$ cat config.mk
export PLATFORM = sky130hd
export DESIGN_NAME = mem_access_unit
export DESIGN_NICKNAME = d
export VERILOG_FILES = /design/src/rtl/mem_access_unit_pkg.sv /design/src/rtl/mem_access_unit_lane_steer.sv /design/src/rtl/mem_access_unit.sv
export SDC_FILE = /design/constraint.sdc
export NUM_CORES = 1
export LEC_CHECK = 0
export CORE_ASPECT_RATIO = 2
export CORE_MARGIN = 10
export CORE_UTILIZATION = 40
export DETAILED_ROUTE_END_ITERATION = 10
export PLACE_DENSITY_LB_ADDON = 0.1
export SETUP_SLACK_MARGIN = 0.4
export SLEW_MARGIN = 30
export SYNTH_ARGS = -nofsm -noshare
export SYNTH_HDL_FRONTEND = slang
export SYNTH_SLANG_ARGS = --single-unit
$ cat constraint.sdc
create_clock -name clk_i -period 1.4 [get_ports clk_i]
set_input_delay 0.14 -clock clk_i [delete_from_list [all_inputs] [get_ports clk_i]]
set_output_delay 0.14 -clock clk_i [all_outputs]
set_load 0.01 [all_outputs]
$ cat src/rtl/mem_access_unit_pkg.sv
// mem_access_unit_pkg: shared types and address defaults for the memory access unit
package mem_access_unit_pkg;
  typedef enum logic [1:0] {S_IDLE, S_WAIT, S_DONE} state_t;
  typedef enum logic [1:0] {FLT_NONE = 2'd0, FLT_ALIGN = 2'd1, FLT_TIMEOUT = 2'd2} flt_t;
  localparam logic [15:0] EXC_RET_DEF = 16'hFFFF;
  localparam logic [15:0] PSW_ADDR_DEF = 16'hFFFC;
endpackage

$ cat src/rtl/mem_access_unit_lane_steer.sv
// lane_steer: lane decode, alignment check and byte steering between CPU and memory words
module lane_steer #(
  parameter int WORD = 16
) (
  input  logic [WORD-1:0]               addr,
  input  logic                          byte_en,
  input  logic [WORD-1:0]               wdata,
  input  logic [$clog2(WORD/8)-1:0]     rd_lane,
  input  logic                          rd_byte,
  input  logic [WORD-1:0]               mem_rdata,
  output logic [$clog2(WORD/8)-1:0]     lane,
  output logic                          misaligned,
  output logic [WORD/8-1:0]             lanes,
  output logic [WORD-1:0]               mem_wdata,
  output logic [WORD-1:0]               rdata
);
  localparam int LANES = WORD / 8;
  localparam int LW = $clog2(LANES);
  logic [WORD-1:0] shifted;
  assign lane = addr[LW-1:0];
  assign misaligned = !byte_en && lane != '0;
  assign lanes = byte_en ? LANES'(1) << lane : '1;
  assign mem_wdata = byte_en ? {LANES{wdata[7:0]}} : wdata;
  // read lane is the one latched at acceptance, not the live address
  assign shifted = mem_rdata >> {rd_lane, 3'b000};
  assign rdata = rd_byte ? WORD'(shifted[7:0]) : mem_rdata;
endmodule

$ cat src/rtl/mem_access_unit.sv
// mem_access_unit: CPU-side load/store sequencer with alignment check, special addresses and timeout
module mem_access_unit
  import mem_access_unit_pkg::*;
#(
  parameter int              WORD     = 16,
  parameter int              LANES    = WORD / 8,
  parameter logic [WORD-1:0] EXC_RET  = WORD'(EXC_RET_DEF),
  parameter logic [WORD-1:0] PSW_ADDR = WORD'(PSW_ADDR_DEF),
  parameter int              TIMEOUT  = 15
) (
  input  logic             clk_i,
  input  logic             rst_i,
  input  logic             req_i,
  input  logic             we_i,
  input  logic             byteEn_i,
  input  logic [WORD-1:0]  addr_i,
  input  logic [WORD-1:0]  wdata_i,
  output logic             busy_o,
  output logic             ack_o,
  output logic [WORD-1:0]  rdata_o,
  output logic             fault_o,
  output logic [1:0]       faultCode_o,
  output logic             pswAddr_o,
  output logic             excRet_o,
  output logic             memReq_o,
  output logic             memWe_o,
  output logic [WORD-1:0]  memAddr_o,
  output logic [LANES-1:0] memLanes_o,
  output logic [WORD-1:0]  memWdata_o,
  input  logic [WORD-1:0]  memRdata_i,
  input  logic             memRdy_i
);
  localparam int LW = $clog2(LANES);
  localparam int CW = $clog2(TIMEOUT + 1);
  localparam logic [CW-1:0] T_LAST = CW'(TIMEOUT - 1);
  state_t state;
  logic [CW-1:0] cnt;
  logic [LW-1:0] lane, lane_q;
  logic byte_q, misaligned, is_exc, is_psw;
  logic [LANES-1:0] lanes;
  logic [WORD-1:0] steer_wdata, steer_rdata;
  lane_steer #(.WORD(WORD)) u_steer (
    .addr(addr_i),
    .byte_en(byteEn_i),
    .wdata(wdata_i),
    .rd_lane(lane_q),
    .rd_byte(byte_q),
    .mem_rdata(memRdata_i),
    .lane(lane),
    .misaligned(misaligned),
    .lanes(lanes),
    .mem_wdata(steer_wdata),
    .rdata(steer_rdata)
  );
  assign is_exc = addr_i == EXC_RET;
  assign is_psw = addr_i == PSW_ADDR;
  assign busy_o = state != S_IDLE;
  always_ff @(posedge clk_i) begin
    if (rst_i) begin
      state <= S_IDLE;
      cnt <= '0;
      ack_o <= 1'b0;
      rdata_o <= '0;
      fault_o <= 1'b0;
      faultCode_o <= FLT_NONE;
      pswAddr_o <= 1'b0;
      excRet_o <= 1'b0;
      memReq_o <= 1'b0;
      memWe_o <= 1'b0;
      memAddr_o <= '0;
      memLanes_o <= '0;
      memWdata_o <= '0;
      lane_q <= '0;
      byte_q <= 1'b0;
    end else begin
      ack_o <= 1'b0;
      case (state)
        S_IDLE: if (req_i) begin
          // alignment fault takes precedence over the special-address match
          if (misaligned || is_exc || is_psw) begin
            state <= S_DONE;
            ack_o <= 1'b1;
            rdata_o <= '0;
            fault_o <= misaligned;
            faultCode_o <= misaligned ? FLT_ALIGN : FLT_NONE;
            pswAddr_o <= !misaligned && is_psw;
            excRet_o <= !misaligned && is_exc;
          end else begin
            state <= S_WAIT;
            cnt <= '0;
            memReq_o <= 1'b1;
            memWe_o <= we_i;
            memAddr_o <= addr_i & ~WORD'(LANES - 1);
            memLanes_o <= lanes;
            memWdata_o <= steer_wdata;
            lane_q <= lane;
            byte_q <= byteEn_i;
          end
        end
        S_WAIT: begin
          if (!memRdy_i) cnt <= cnt + 1'b1;
          // a ready on the final wait cycle still completes cleanly
          if (memRdy_i || cnt == T_LAST) begin
            state <= S_DONE;
            ack_o <= 1'b1;
            memReq_o <= 1'b0;
            rdata_o <= memRdy_i && !memWe_o ? steer_rdata : '0;
            fault_o <= !memRdy_i;
            faultCode_o <= memRdy_i ? FLT_NONE : FLT_TIMEOUT;
            pswAddr_o <= 1'b0;
            excRet_o <= 1'b0;
          end
        end
        default: state <= S_IDLE;
      endcase
    end
  end
endmodule

# ---- Word-level counts from Yosys, hierarchy flattened
# Index checks and enable logic that the tools add are counted.
dict set report totals {
  elab_cells 87
  register_bits 65
}
dict set report classes {
  shifts 2
  eq_ne 9
  muxes 40
  n_reduce_logical 19
  n_bitwise 1
  addsub 1
}
# op n
set ops {}
lappend ops {{two-way mux 16 bit} 6}
lappend ops {{== test 16 bit, second input constant} 2}
lappend ops {{case mux 16 bit (2 select lines)} 1}
lappend ops {{two-way mux 2 bit} 8}
lappend ops {{>> shifter 16 x 4 -> 8 bit} 1}
lappend ops {{two-way mux 1 bit} 14}
lappend ops {{two-way mux 4 bit} 3}
lappend ops {{AND reduction 4 bit} 3}
lappend ops {{!= test 2 bit, second input constant} 5}
lappend ops {{case mux 1 bit (2 select lines)} 5}
lappend ops {{case mux 2 bit (2 select lines)} 2}
lappend ops {{case mux 4 bit (2 select lines)} 1}
lappend ops {{adder 4 x 1 -> 4 bit, second input constant} 1}
lappend ops {{== test 4 bit, second input constant} 1}
lappend ops {{logical AND 1 bit} 4}
lappend ops {{logical NOT 1 bit} 4}
lappend ops {{nonzero test 2 bit} 2}
lappend ops {{logical OR 1 bit} 3}
lappend ops {{AND reduction 3 bit} 1}
lappend ops {{== test 2 x 1 -> 1 bit, second input constant} 1}
lappend ops {{logical NOT 2 bit} 1}
lappend ops {{AND reduction 2 bit} 1}
lappend ops {{left shift 1 x 1 -> 2 bit, first input constant} 1}
lappend ops {{inverter 1 bit} 1}

# ---- Longest topological paths before layout
# Gate-level depths: netlist of the first run.
dict set report depth {
  depth_word 7
  ltp_mapped 7
  mapped_depth_nobuf 6
}

# ---- By module
# From an unflattened synthesis of the first run, not the netlist that was laid out.
dict set report unflattened {
  hier_cells 275
  hier_area_um2 2819.0
}
# module area_each_um2 instances cells_each
set modules_own_cells {}
lappend modules_own_cells {mem_access_unit 2468.6 1 237}
lappend modules_own_cells {lane_steer 350.3 1 38}

# ---- Worst setup path after synthesis of the first run
# No wires, ideal clock.
dict set report synth_timing {
  kind {reg2reg}
  startpoint {register state[0]}
  endpoint {register memLanes_o[1]}
  synth_period_minus_slack_ns 1.529
  arrival_ns 1.393
  path_slack_ns -0.129
  setup_time_ns 0.136
  path_stages_with_launch 7
  path_cell_list {dfxtp_1 buf_2 nor2_1 nand3_1 clkbuf_1 a2111oi_0 a211oi_1}
}
dict set report synth_between {
  elab_chain_cells 2
}
# item line
set synth_lines {}
lappend synth_lines {{start, declared} mem_access_unit.sv:36} ;# state_t state;
lappend synth_lines {{start signal, assigned} mem_access_unit.sv:60} ;# state <= S_IDLE;
lappend synth_lines {{start signal, assigned} mem_access_unit.sv:81} ;# state <= S_DONE;
lappend synth_lines {{start signal, assigned} mem_access_unit.sv:89} ;# state <= S_WAIT;
lappend synth_lines {{logical NOT 2 bit} mem_access_unit.sv:77} ;# case (state)
lappend synth_lines {{AND reduction 3 bit (no source line)} n/a}
lappend synth_lines {{end signal, assigned} mem_access_unit.sv:94} ;# memLanes_o <= lanes;
lappend synth_lines {{end, declared} mem_access_unit.sv:28} ;# output logic [LANES-1:0] memLanes_o,
# No other way between the ends.
# A chain may end at the register's enable or synchronous reset.

# ---- Worst setup path after layout of the first run
dict set report layout_timing {
  startpoint {register cnt[0]}
  endpoint {register rdata_o[13]}
}
dict set report layout_between {
  elab_chain_cells 4
}
# item line
set layout_lines {}
lappend layout_lines {{start, declared} mem_access_unit.sv:37} ;# logic [CW-1:0] cnt;
lappend layout_lines {{start signal, assigned} mem_access_unit.sv:101} ;# if (!memRdy_i) cnt <= cnt + 1'b1;
lappend layout_lines {{== test 4 bit} mem_access_unit.sv:103} ;# if (memRdy_i || cnt == T_LAST) begin
lappend layout_lines {{logical OR 1 bit} mem_access_unit.sv:103}
lappend layout_lines {{!= test 2 bit (no source line)} n/a}
lappend layout_lines {{AND reduction 4 bit (no source line)} n/a}
lappend layout_lines {{end signal, assigned} mem_access_unit.sv:107} ;# rdata_o <= memRdy_i && !memWe_o ? steer_rdata : '0;
lappend layout_lines {{end, declared} mem_access_unit.sv:20} ;# output logic [WORD-1:0] rdata_o,
# No other way between the ends.

==> summary.txt, run 1 <==
Yosys
  • Sequential area share after synthesis: 44.16%
  • Largest cells by area after synthesis: dfxtp_1 (44%), mux2i_1 (10%), nand2_1 (8.8%)
  • Mapped Cells: 330
  • Synth warn: 0
  • Number of flops mapped to enable cells by yosys: 0
  • Flop and latch count out of synthesis: 65
  • FFs w/ async S/R, synth: 0%
  • Dominant cell type by area after synthesis: dfxtp_1
  • Avg Cell Area, Syn: 8.929 µm²
  • Synth cell types: 36
  • Mapped cell area: 2947 µm²
  • Top-count cell post-synth: nand2_1
  • Most used DFF post-synth: dfxtp_1
  • Mapped Nets: 386
  • Top cells by count, synth: nand2_1 (69), dfxtp_1 (65), mux2i_1 (30)
  • Post-synth top area share: 44.16%

Global route
  • All-Layer GR Usage: 19.14%
  • Largest net degree at the start of global routing: 48
  • GR Overflow Total: 0
  • Antenna violations before repair: 0
  • Vias in the first global route: 3323
  • First-pass GRT wire length: 17.33 mm

Clock tree
  • Num CTS Buffers: 9
  • Htree depth: 3
  • CTS tree: built
  • Clk_lat worst skew: 0.32 ns
  • Clock root buffer master: clkbuf_16
  • Hold_buf cts: 0
  • Longest Clk Path Bufs: 2
  • Clk pin slew, worst setup/hold paths: 0.06 ns
  • TritonCTS Sinks: 65

Die
  • Starting density of the core: 40.86%
  • IO Pins: 113
  • Core Box Area: 7212 µm²
  • Die X: 80.69 µm
  • Die height: 141.4 µm
  • FP Rows: 44
  • DIE AREA: 11410 µm²

STA
  • Setup TNS Final: -1.979 ns
  • Setup-failing EPs final: 43
  • Slew Viols, Final: 0
  • Tcrit/Tclk final: 107.4%
  • RSZ-0062 raised after global routing: yes
  • Max frequency: 664.9 MHz
  • WHS: 0.06450 ns
  • Worst setup margin: -0.1041 ns
  • Min Tclk post-route: 1.504 ns
  • Clk_skew: 0.005117 ns
  • Final Hold Violating Endpoints: 0

Detailed routing
  • Via density: 5.235
  • Drt total wl: 11.44 mm
  • Initial DRC Count: 135
  • Routed WL per cell: 19.22 µm
  • Antenna viol nets, final: 0
  • Post-route DRC: 0
  • DR pass1 iterations: 4
  • Via count: 3115

Placed design
  • DP HPWL: 7.067 mm
  • Placer congestion estimate: 0.7551
  • I/O Buffers: 111

Run status
  • Status: finished, violations left
  • Failing checks: setup timing

Power and ir drop
  • Max IR drop VDD: 852.7 µV
  • PwrDens: 1093 nW/µm²
  • Pleak: 2.357 nW
  • Tot Pwr: 5.975 mW

Worst hold path
  • Hold Crit Class: in -> reg

Worst setup path
  • Required @ worst endpoint: 1.61 ns
  • Crit path DAT: 1.72 ns
  • Crit Path Category: reg -> reg
  • CP Max Fanout: 5
  • CP Launch Type: register
  • Crit path capture type: register

Layout
  • Synth-to-Final Area Change: 85.44%
  • Ratio of cells with drive above 1 in the final layout: 49.90%
  • Core Util, Final: 75.76%
  • Final #Nets: 554
  • N_diodes: 0
  • Filler Cell Count: 498

Run
  • Max_cap viols: 0
[critical path, stage by stage, from the launching register on]
cell and delay [ns]:
dfxtp_2 0.33, inv_2 0.06, ha_4 0.13, nand3_4 0.08
a21oi_4 0.15, o221ai_4 0.14, buf_12 0.17, buf_16 0.12
a32o_1 0.22
[timing repair]
item                                    4_1_cts  5_1_grt
endpoints found under the setup margin      123       68
resized for setup                           364       51
pin swaps                                    39        9
gates cloned                                  6        0
setup buffers                                14        4
[area by class of cell]
class | count | area [µm²] | area share, %
Sequential cell | 65 | 1328 | 24.30
Clock inverter | 5 | 102.6 | 1.878
Clock buffer | 11 | 242.7 | 4.442
Multi-Input combinational cell | 221 | 1961 | 35.88
Timing Repair Buffer | 183 | 1643 | 30.07
Tap cell | 92 | 115.1 | 2.107
Inverter | 18 | 72.57 | 1.328
[registers in the layout, indices dropped and copies added, names as in the netlist]
register / count
pswAddr_o: 1
lane_q: 1
memWdata_o: 16
byte_q: 1
faultCode_o: 2
cnt: 4
memReq_o: 1
fault_o: 1
excRet_o: 1
memAddr_o: 15
ack_o: 1
state: 2
memLanes_o: 2
rdata_o: 16
memWe_o: 1
[metal layers]
| layer | track usage [%] | vias to the layer above | wire [µm] |
|---|---|---|---|
| li1 | - | 1493 | - |
| met1 | 19.31 | 1492 | 4025 |
| met2 | 34.57 | 103 | 6353 |
| met3 | 5.506 | 27 | 699 |
| met4 | 8.433 | 0 | 359 |
| met5 | 0 | - | 0 |
[final timing paths]
kind / end / depth (start not counted) / slack (ns) / from
setup / recovery: rdata_o[13] / 8 / -0.10 / cnt[0]
hold / removal: memAddr_o[3] / 3 / 0.06 / addr_i[3]
setup reg to reg: rdata_o[13] / 8 / -0.10 / cnt[0]
hold reg to reg: memAddr_o[8] / 2 / 0.45 / memAddr_o[8]
[where the power goes]
part / internal (mW) / switching, mW / total [mW]
clock network: 1.78 / 0.806 / 2.59
logic: 0.722 / 0.637 / 1.36
registers: 1.96 / 0.0635 / 2.02
total: 4.47 / 1.51 / 5.97
[cells in the final DEF, fill, tap and decap left out, types with 4 or more instances in the layout]
cell type and count:
nand2_1 67, nand4_1 5, buf_4 38, mux2_2 8
a211oi_2 13, a32o_1 8, nand3_1 9, mux2i_1 27
nor3_1 4, a211oi_4 7, nor2_1 5, dfxtp_4 4
inv_1 13, a21oi_2 6, buf_12 9, dfxtp_1 52
a31o_4 8, a21oi_4 4, clkdlybuf4s50_1 36, buf_2 59
a21oi_1 7, clkdlybuf4s15_1 4, inv_2 4, buf_16 5
clkbuf_16 9, buf_6 26, dfxtp_2 9
[kinds of logic after synthesis]
| logic type | synth area share (%) |
|---|---|
| AOI/OAI and AO/OA | 16.26 |
| xor gates and xnor gates | 0.2973 |
| adders and majority gates | 0.8491 |
| buffers and inverters | 7.091 |
| DFF | 44.16 |
| muxes | 14.01 |
| other | 0.1273 |
| and+or+nand+nor | 17.20 |
[per-stage QoR]
| step | cells | setup slack (ns) | area [µm²] |
|---|---|---|---|
| finish | 595 | -0.1041 | 5464 |
| global route | 595 | -0.1748 | 5464 |
| CTS | 591 | -0.1069 | 5234 |
| detailed placement | 555 | -0.6464 | 4572 |
| global placement | 555 | -0.6267 | 4572 |
| floorplan | 330 | -0.02713 | 3070 |
No activity file was read; power rests on OpenSTA's default activity.
==> inputs of run 2 (changes only) <==
- MAX_ROUTING_LAYER: not set -> met4
==> run 2 against run 1 <==
Global-route usage grew 0.50 points. Sequential power is essentially flat. Core utilization is the same. Worst setup slack lost 0.011 ns. Count of clock-buffer cells in the layout is the same. Critical path depth is the same. Clock skew is essentially flat. Clock power is essentially flat. The run still ends with setup timing left. Die area is the same.
==> summary.txt, run 2 (same netlist as run 1, synthesis figures left out) <==
Run status
  • Status: finished, violations left
  • Failing checks: setup timing

Placed design
  • Placer congestion estimate: 0.7648
  • DP HPWL: 7.067 mm
  • Dpl cell area: 4572 µm²
  • I/O Buffers: 111

Worst setup path
  • CP Launch Type: register
  • CP Max Fanout: 5
  • Required @ worst endpoint: 1.61 ns
  • Slowest CP cell: dfxtp_2
  • CP Cell Sequence: inv_2, ha_4, nand3_4, a21oi_4, o221ai_4, buf_12, buf_16, a32o_1
  • Crit Path Category: reg -> reg
  • Crit-path max cell delay: 0.33 ns
  • Flop-to-flop setup slack: -0.12 ns
  • Crit path capture type: register
  • CP top delay family: compound AO/OA/AOI/OAI gates
  • Buf+Inv Stages, Crit Path: 3
  • Crit path DAT: 1.73 ns

Detailed routing
  • Via density: 5.255
  • Via count: 3127
  • DR pass1 iterations: 5
  • Initial DRC Count: 175
  • Post-route DRC: 0
  • Antenna viol nets, final: 0
  • Drt total wl: 11.44 mm
  • Routed WL per cell: 19.23 µm

Layout
  • Commonest non-fill, non-tap cell in the layout: nand2_1
  • Commonest cells after routing, fill and taps aside: nand2_1 (67), buf_2 (59), dfxtp_1 (52)
  • Synth-to-Final Area Change: 85.44%
  • Top Registers: memWdata_o: 16 flops, rdata_o: 16 flops, memAddr_o: 15 flops
  • N_diodes: 0
  • Final Cell Area: 5464 µm²
  • Ratio of cells with drive above 1 in the final layout: 49.90%
  • Core Util, Final: 75.76%
  • Final #Nets: 554

Clock tree
  • Clk pin slew, worst setup/hold paths: 0.06 ns
  • Clk_lat worst skew: 0.32 ns
  • Clock root buffer master: clkbuf_16
  • Hold_buf cts: 0
  • Longest Clk Path Bufs: 2
  • CTS tree: built
  • Htree depth: 3
  • TritonCTS Sinks: 65
  • Num CTS Buffers: 9

STA
  • Tcrit/Tclk final: 108.2%
  • Max frequency: 660.1 MHz
  • Clk_skew: 0.004891 ns
  • Slew Viols, Final: 0
  • Final Hold Violating Endpoints: 0
  • Worst setup margin: -0.1150 ns
  • Setup-failing EPs final: 39
  • RSZ-0062 raised after global routing: yes
  • Min Tclk post-route: 1.515 ns

Die
  • FP Rows: 44
  • Die X: 80.69 µm
  • IO Pins: 113
  • Starting density of the core: 40.86%
  • Core Box Area: 7212 µm²
  • DIE AREA: 11410 µm²
  • Die height: 141.4 µm

Power and ir drop
  • Tot Pwr: 5.976 mW
  • Pleak: 2.357 nW
  • PwrDens: 1094 nW/µm²
  • Max IR drop VDD: 852.9 µV

Global route
  • First-pass GRT wire length: 17.34 mm
  • Vias in the first global route: 3325
  • GR Overflow Total: 0
  • All-Layer GR Usage: 19.64%
  • Antenna violations before repair: 0
  • Largest net degree at the start of global routing: 48

Worst hold path
  • Hold Crit Class: in -> reg

Run
  • Max_cap viols: 0
-- run 2: worst reg2reg max path, delay by kind of cell, from the launching register on --
family          cells  cell delay (ns)
flops               1             0.33
compound gates      3             0.52
fa+ha+maj           1             0.13
buf+inv             3             0.36
simple gates        1             0.08
-- run 2: layout make-up --
type                            instances  area, µm²
Multi-Input combinational cell        221       1961
Timing Repair Buffer                  183       1643
Clock inverter                          5      102.6
Sequential cell                        65       1328
Inverter                               18      72.57
Fill cell                             497       1748
Tap cell                               92      115.1
Clock buffer                           11      242.7
-- run 2: repair_timing --
item	in CTS	in global routing
pin swaps	39	9
setup endpoints to repair	123	68
hold endpoints to repair	0	0
buffers inserted	14	4
cloned	6	0
gates resized for setup	364	51
-- run 2: per-layer routing --
layer / global-route usage [%] / wire length, µm / vias to the layer above
met1: 19.88 / 4121 / 1514
met3: 4.557 / 585 / 25
li1: - / - / 1492
met4: 8.433 / 390 / 0
met2: 34.57 / 6345 / 96
met5: - / 0 / -
-- run 2: worst paths after layout --
kind           startpoint           end  cells after the start
max                cnt[0]   rdata_o[13]                      8
min             addr_i[3]  memAddr_o[3]                      3
max reg2reg        cnt[0]   rdata_o[13]                      8
min reg2reg  memAddr_o[6]  memAddr_o[6]                      2
-- run 2: through the flow --
| stage | std cells | TNS [ns] | worst slack, ns | hold slack [ns] |
|---|---|---|---|---|
| 6_report | 595 | -1.964 | -0.1150 | 0.06384 |
| 4_1_cts | 591 | -2.150 | -0.1069 | 0.05008 |
| 3_3_place_gp | 555 | -33.11 | -0.6267 | 0.4416 |
| 2_1_floorplan | 330 | -0.1953 | -0.02713 | 0.2658 |
| 3_5_place_dp | 555 | -33.31 | -0.6464 | 0.4483 |
| 5_1_grt | 595 | -5.201 | -0.1855 | 0.06852 |
-- run 2: power by group --
| group | switching (mW) | internal, mW | leakage (nW) | total, mW |
|---|---|---|---|---|
| combinational | 0.636 | 0.722 | 1.65 | 1.36 |
| clock | 0.809 | 1.78 | 0.166 | 2.59 |
| sequential | 0.0632 | 1.96 | 0.538 | 2.02 |
